===== src/rtl/ps2_pkg.sv =====
// ps2_pkg: PS/2 prefix codes, tracker state encoding and the optional scan-to-ASCII lookup.
// Macro PS2_ASCII_LUT_EN: when defined, ps2_ascii() maps set-2 make codes a-z, 0-9,
// space and enter to ASCII; unmapped codes give 8'h00.
package ps2_pkg;

    localparam logic [7:0] PS2_BREAK = 8'hF0;
    localparam logic [7:0] PS2_EXT   = 8'hE0;

    typedef enum logic [1:0] {IDLE, EXT, BREAK, EXT_BRK} trk_state_t;

`ifdef PS2_ASCII_LUT_EN
    function automatic logic [7:0] ps2_ascii(input logic [7:0] code);
        case (code)
            8'h1C: return 8'h61; 8'h32: return 8'h62; 8'h21: return 8'h63; 8'h23: return 8'h64;
            8'h24: return 8'h65; 8'h2B: return 8'h66; 8'h34: return 8'h67; 8'h33: return 8'h68;
            8'h43: return 8'h69; 8'h3B: return 8'h6A; 8'h42: return 8'h6B; 8'h4B: return 8'h6C;
            8'h3A: return 8'h6D; 8'h31: return 8'h6E; 8'h44: return 8'h6F; 8'h4D: return 8'h70;
            8'h15: return 8'h71; 8'h2D: return 8'h72; 8'h1B: return 8'h73; 8'h2C: return 8'h74;
            8'h3C: return 8'h75; 8'h2A: return 8'h76; 8'h1D: return 8'h77; 8'h22: return 8'h78;
            8'h35: return 8'h79; 8'h1A: return 8'h7A;
            8'h45: return 8'h30; 8'h16: return 8'h31; 8'h1E: return 8'h32; 8'h26: return 8'h33;
            8'h25: return 8'h34; 8'h2E: return 8'h35; 8'h36: return 8'h36; 8'h3D: return 8'h37;
            8'h3E: return 8'h38; 8'h46: return 8'h39;
            8'h29: return 8'h20;
            8'h5A: return 8'h0D;
            default: return 8'h00;
        endcase
    endfunction
`endif

endpackage


===== src/rtl/ps2_frame_rx.sv =====
// ps2_frame_rx: synchronises the PS/2 lines, assembles 11-bit frames and validates them.
// Ports: clk, resetn (async, active-low); ps2_clk, ps2_data (raw, asynchronous);
//        rx_byte (data byte of the last frame), byte_vld (1-cycle pulse, frame good),
//        frame_err (1-cycle pulse, bad start/parity/stop). A stalled partial frame is
//        silently dropped after TIMEOUT_CYCLES clocks without a ps2_clk falling edge.
module ps2_frame_rx #(
    parameter int TIMEOUT_CYCLES = 50000
) (
    input  logic       clk,
    input  logic       resetn,
    input  logic       ps2_clk,
    input  logic       ps2_data,
    output logic [7:0] rx_byte,
    output logic       byte_vld,
    output logic       frame_err
);

    localparam int TO_W = $clog2(TIMEOUT_CYCLES + 1);

    logic [2:0]      clk_s;
    logic [1:0]      dat_s;
    logic [9:0]      shift;
    logic [3:0]      bit_cnt;
    logic [TO_W-1:0] to_cnt;
    logic            fall;
    logic            last;
    logic            good;
    logic            timeout;

    // clk_s[1] is the synchronised clock, clk_s[2] its previous value; dat_s[1] lines up with clk_s[1].
    assign fall    = clk_s[2] & ~clk_s[1];
    assign last    = bit_cnt == 4'd10;
    // shift holds {parity, data[7:0], start}; the stop bit is still on the data line at the last edge.
    assign good    = ~shift[0] & dat_s[1] & ^shift[9:1];
    assign timeout = bit_cnt != 4'd0 && to_cnt == TO_W'(TIMEOUT_CYCLES - 1);
    assign rx_byte = shift[8:1];

    always_ff @(posedge clk or negedge resetn) begin
        if (!resetn) begin
            clk_s     <= '1;
            dat_s     <= '1;
            shift     <= '0;
            bit_cnt   <= '0;
            to_cnt    <= '0;
            byte_vld  <= 1'b0;
            frame_err <= 1'b0;
        end else begin
            clk_s     <= {clk_s[1:0], ps2_clk};
            dat_s     <= {dat_s[0], ps2_data};
            byte_vld  <= fall & last & good;
            frame_err <= fall & last & ~good;
            to_cnt    <= (fall || bit_cnt == 4'd0 || timeout) ? '0 : to_cnt + 1'b1;
            if (fall) begin
                bit_cnt <= last ? 4'd0 : bit_cnt + 4'd1;
                // The stop bit is not shifted so rx_byte stays stable while byte_vld is high.
                if (!last)
                    shift <= {dat_s[1], shift[9:1]};
            end else if (timeout) begin
                bit_cnt <= 4'd0;
            end
        end
    end

endmodule


===== src/rtl/ps2_key_tracker.sv =====
// ps2_key_tracker: decodes PS/2 make/break/extended sequences into the current key state.
// Ports: clk, resetn (async, active-low); ps2_clk, ps2_data (raw PS/2 lines);
//        scan_code (last make code, E0 stripped), ascii (lookup of scan_code, 0 when the
//        LUT is disabled), key_count (distinct presses, wraps), key_down (scan_code held),
//        frame_err (1-cycle pulse per rejected frame).
// Macro PS2_ASCII_LUT_EN enables the registered ASCII lookup; otherwise ascii is tied to 0.
module ps2_key_tracker
    import ps2_pkg::*;
#(
    parameter int TIMEOUT_CYCLES = 50000,
    parameter int CNT_W          = 8
) (
    input  logic             clk,
    input  logic             resetn,
    input  logic             ps2_clk,
    input  logic             ps2_data,
    output logic [7:0]       scan_code,
    output logic [7:0]       ascii,
    output logic [CNT_W-1:0] key_count,
    output logic             key_down,
    output logic             frame_err
);

    trk_state_t       state_q;
    trk_state_t       state_d;
    logic [7:0]       rx_byte;
    logic             byte_vld;
    logic [7:0]       scan_d;
    logic [CNT_W-1:0] cnt_d;
    logic             down_d;
    logic             make;

    ps2_frame_rx #(.TIMEOUT_CYCLES(TIMEOUT_CYCLES)) u_rx (
        .clk       (clk),
        .resetn    (resetn),
        .ps2_clk   (ps2_clk),
        .ps2_data  (ps2_data),
        .rx_byte   (rx_byte),
        .byte_vld  (byte_vld),
        .frame_err (frame_err)
    );

    always_comb begin
        state_d = state_q;
        scan_d  = scan_code;
        cnt_d   = key_count;
        down_d  = key_down;
        make    = 1'b0;
        if (byte_vld) begin
            case (state_q)
                IDLE: begin
                    state_d = rx_byte == PS2_BREAK ? BREAK : rx_byte == PS2_EXT ? EXT : IDLE;
                    make    = rx_byte != PS2_BREAK && rx_byte != PS2_EXT;
                end
                EXT: begin
                    state_d = rx_byte == PS2_BREAK ? EXT_BRK : IDLE;
                    make    = rx_byte != PS2_BREAK;
                end
                default: begin
                    state_d = IDLE;
                    down_d  = rx_byte == scan_code ? 1'b0 : key_down;
                end
            endcase
        end
        // A typematic repeat of the held key refreshes state without counting a new press.
        if (make) begin
            cnt_d  = (!key_down || rx_byte != scan_code) ? key_count + 1'b1 : key_count;
            scan_d = rx_byte;
            down_d = 1'b1;
        end
    end

    always_ff @(posedge clk or negedge resetn) begin
        if (!resetn) begin
            state_q   <= IDLE;
            scan_code <= '0;
            key_count <= '0;
            key_down  <= 1'b0;
        end else begin
            state_q   <= state_d;
            scan_code <= scan_d;
            key_count <= cnt_d;
            key_down  <= down_d;
        end
    end

`ifdef PS2_ASCII_LUT_EN
    always_ff @(posedge clk or negedge resetn) begin
        if (!resetn)
            ascii <= '0;
        else
            ascii <= ps2_ascii(scan_d);
    end
`else
    assign ascii = 8'h00;
`endif

endmodule


===== config.mk =====
export PLATFORM = sky130hd
export DESIGN_NAME = ps2_key_tracker
export DESIGN_NICKNAME = d
export VERILOG_FILES = /design/src/rtl/ps2_pkg.sv /design/src/rtl/ps2_frame_rx.sv /design/src/rtl/ps2_key_tracker.sv
export SDC_FILE = /design/constraint.sdc
export NUM_CORES = 1
export LEC_CHECK = 0
export ABC_AREA = 1
export ABC_CLOCK_PERIOD_IN_PS = 1200
export BUFFER_PORTS_ARGS = -buffer_cell sky130_fd_sc_hd__buf_2
export CAP_MARGIN = 25
export CELL_PAD_IN_SITES_DETAIL_PLACEMENT = 2
export CELL_PAD_IN_SITES_GLOBAL_PLACEMENT = 2
export CORE_UTILIZATION = 25
export CTS_BUF_LIST = sky130_fd_sc_hd__clkbuf_16
export CTS_CLUSTER_SIZE = 10
export DETAILED_ROUTE_END_ITERATION = 12
export PLACE_DENSITY = 0.61
export RECOVER_POWER = 25
export SLEW_MARGIN = 40
export SYNTH_ARGS = -nofsm -noshare
export SYNTH_HDL_FRONTEND = slang
export SYNTH_HIERARCHICAL = 1
export SYNTH_SLANG_ARGS = --single-unit

===== constraint.sdc =====
create_clock -name clk -period 1.2 [get_ports clk]
set_input_delay 0.24 -clock clk [delete_from_list [all_inputs] [get_ports clk]]
set_output_delay 0.24 -clock clk [all_outputs]
set_load 0.01 [all_outputs]

==> impl_results.md <==
- Run status: complete, but fails checks
- Failing checks: negative setup slack
- Placement Rows: 40
- 1st-iter DRT viols: 70
- Leakage Power: 2.24 nW
- Arr. time, crit path: 1.69 ns
- GR Layer Usage met3: roughly 3.5%
- Final Net Count: approximately 500
- PortBufs: 21
- Adder-Cell Fraction of Synth Area: around 2.0%
- Post-synthesis mux area share: 0%
- Crit start category: register
- Total power: 7.18 mW
- Yosys reg bits: 56
- Post-DRT Antenna Nets: 0
- Compound-Gate Fraction of Synth Area: 5.04%
- CTS Sinks: 56
- Routed vias: 2863
- Number of diodes: 0
- Initial Util: 25.9%
- Final setup fails: 54
- Clock buffer depth: 2
- Filler Cell Count: about 1300
- Gr busiest metal: met2
- Initial antenna violation count: 0
- FF+latch area: approximately 0.0014 sq mm
- H-Tree Depth: 2
- CP required: around 1.5 ns
- Worst Slack Setup Final: -0.243 ns
- Fin crit period: 1.44 ns
- Multi-input logic area: 0.00180 sq mm
- Synth Area in Simple Gates: 32.3%
- DR vias/cell: 4.34
- Clk_lat worst skew: 0.31 ns
- CP Class: register to register
- Drt drc: 0
- CTS tree: yes
- Period utilisation layout: 120%
- Max FO, Critical Path: 8
- Met2 usage: 28.0%
- Final Core Density: roughly 39%
- Worst vdd ir: about 590 uV
- Pin count of the biggest net entering global routing: 57
- DIE AREA: about 0.013 sq mm
- Post-DP HPWL: about 6300 um
- Met1 Usage GRT: 16.8%
- Area Growth Syn to Fin: 50.6%
- Gp weighted congestion: 0.709
- Global-route wire length before repair: 15000 um
- Largest family of logic cells by synthesized area: simple AND/OR/NAND/NOR gates
- WL final: 9090 um
- Setup_tns: -9.74 ns
- Core Region: 0.0122 sq mm
- Mapped Cells: 382
- Root Driver: clkbuf_16
- RSZ-0062 raised after global routing: yes
- IO Pins: 30
- Hold Vio Cnt, Final: 0
- Max_cap viols: 0
- Avg Cell Area, Syn: 8.25 sq um
- Gr ovfl total: 0
- Measured slew at the worst slew-check pin: 0.550 ns
- Die Y: 114 um
- Register area share after synthesis: 44.7%
- Slew headroom: a little over three fifths
- Clock skew: 0.00510 ns
- CP endpoint kind: register
- Total CTS buffers: 5
- DR pass1 iterations: 3
- YS warnings: 6
- Layout cell share with drive strength beyond 1: between 50% and 60%
- Total track usage: 15.0%
- Synthesized cell area: 0.00315 sq mm
- Vias in the first global route: 3138
- Worst hold path type: primary input to register
- Die W: 114 um
- Maximum clock frequency: 693 MHz
- Yosys cell types: 32
- Power Density: 1510 mW/mm^2
- Reg clk slew, reported paths: 0.07 ns
- WL/cell: between 10 and 15 um
- XOR/XNOR share of the synthesized area: 5.00%
- Slew Viols, Final: 0
[per-layer routing]
| layer | vias up | wire [um] |
|---|---|---|
| li1 | 1388 | - |
| met1 | 1443 | 3910 |
| met5 | - | 0 |
| met3 | 7 | 189 |
| met4 | 0 | 109 |
| met2 | 25 | 4880 |
[cells in the final DEF (no fill, tap or decap), drive strengths merged, types with 6 or more instances in the layout]
cell type  instances
buf              111
nand3             33
xor2              12
o21ai             19
nor3               7
inv               45
xnor2              6
clkbuf             6
nand2            118
dfrtp             51
nand4              7
conb               8
nor2              44
[kinds of logic (layout without fill, tap and decap cells)]
logic type | Yosys count | after routing
AO/OA/AOI/OAI | 26 | 26
XOR/XNOR | 18 | 18
adder cells (fa/ha/maj) | 5 | 5
buffers and inverters | 66 | 167
flip-flops | 56 | 56
other | 1 | 8
AND/OR/NAND/NOR | 210 | 211
[stage by stage]
stage | cell area [sq um] | hold slack [ns] | std cells | setup slack, ns
2_1_floorplan | 3260 | -0.0556 | 389 | -0.119
3_5_place_dp | 3910 | 0.281 | 626 | -0.332
5_1_grt | 4740 | 0.0128 | 659 | -0.331
3_3_place_gp | 3910 | 0.276 | 626 | -0.237
4_1_cts | 4390 | 0.0114 | 649 | -0.242
6_report | 4740 | 0.0265 | 659 | -0.243
[worst max-delay path: stages, from the launching register on]
cell	delay, ns
dfrtp_2	0.46
buf_6	0.14
nor2_4	0.07
nand3_2	0.08
o21ai_2	0.20
nor2_4	0.09
buf_12	0.13
nand2_8	0.11
nand2_2	0.06
nand2_1	0.05
[report_power, final]
part	total [mW]	leakage (nW)	switching, mW	internal (mW)
clock network	1.50	0.0710	0.740	0.763
logic	3.09	1.44	1.57	1.52
registers	2.59	0.727	0.419	2.17
[timing repair]
item | 4_1_cts | 5_1_grt
setup endpoints to repair | 57 | 59
setup buffers | 14 | 13
pin swaps | 25 | 33
endpoints found under the hold margin | 51 | 0
cloned | 1 | 0
hold buffers | 1 | 0
gates resized for setup | 62 | 78
[path summary, 6_finish.rpt]
check / start / endpoint / slack (ns) / cells after the start
worst max-delay path: u_rx/shift[5]$_DFFE_PN0P_ / key_count[2]$_DFFE_PN0P_ / -0.24 / 9
worst min-delay path: ps2_data / u_rx/dat_s[0]$_DFF_PN1_ / 0.03 / 1
worst max register to register: u_rx/shift[5]$_DFFE_PN0P_ / key_count[2]$_DFFE_PN0P_ / -0.24 / 9
worst min register to register: u_rx/dat_s[0]$_DFF_PN1_ / u_rx/dat_s[1]$_DFF_PN1_ / 0.36 / 0
max in group asynchronous: resetn / u_rx/bit_cnt[3]$_DFFE_PN0P_ / 0.24 / 3
min in group asynchronous: resetn / scan_code[4]$_DFFE_PN0P_ / 0.55 / 3
[cell usage after synthesis, drive strengths merged]
cell type    n  share of area, %
nand2      118                15
inv         46               5.5
nor2        44               7.9
dfstp        5               4.2
xor2        12               3.3
conb         1              0.12
o21ai       19               3.7
nor3         7               1.4
nand4        7               1.4
nand3b       1              0.64
xnor2        6               1.7
ha           5               2.0
or2          1              0.20
o31ai        1              0.24
o2bb2ai      1              0.28
nand3       32               6.1
buf         20               5.4
a21oi        5              0.79
dfrtp       51                41
[sequential cells by signal, summed over array words and instances (netlist names)]
register / count
key_down: 1
u_rx/frame_err: 1
u_rx/shift: 10
scan_code: 8
key_count: 8
u_rx/dat_s: 2
state_q: 2
u_rx/clk_s: 3
u_rx/to_cnt: 16
u_rx/byte_vld: 1
u_rx/bit_cnt: 4
[layout make-up]
cell class	instances	share of cell area, %
Sequential cell	56	30.0
Multi-Input combinational cell	268	37.9
Tap cell	168	4.43
Clock inverter	3	0.290
Inverter	46	3.85
Clock buffer	5	2.64
Timing Repair Buffer	113	20.8
(Power assumes the default switching activity.)
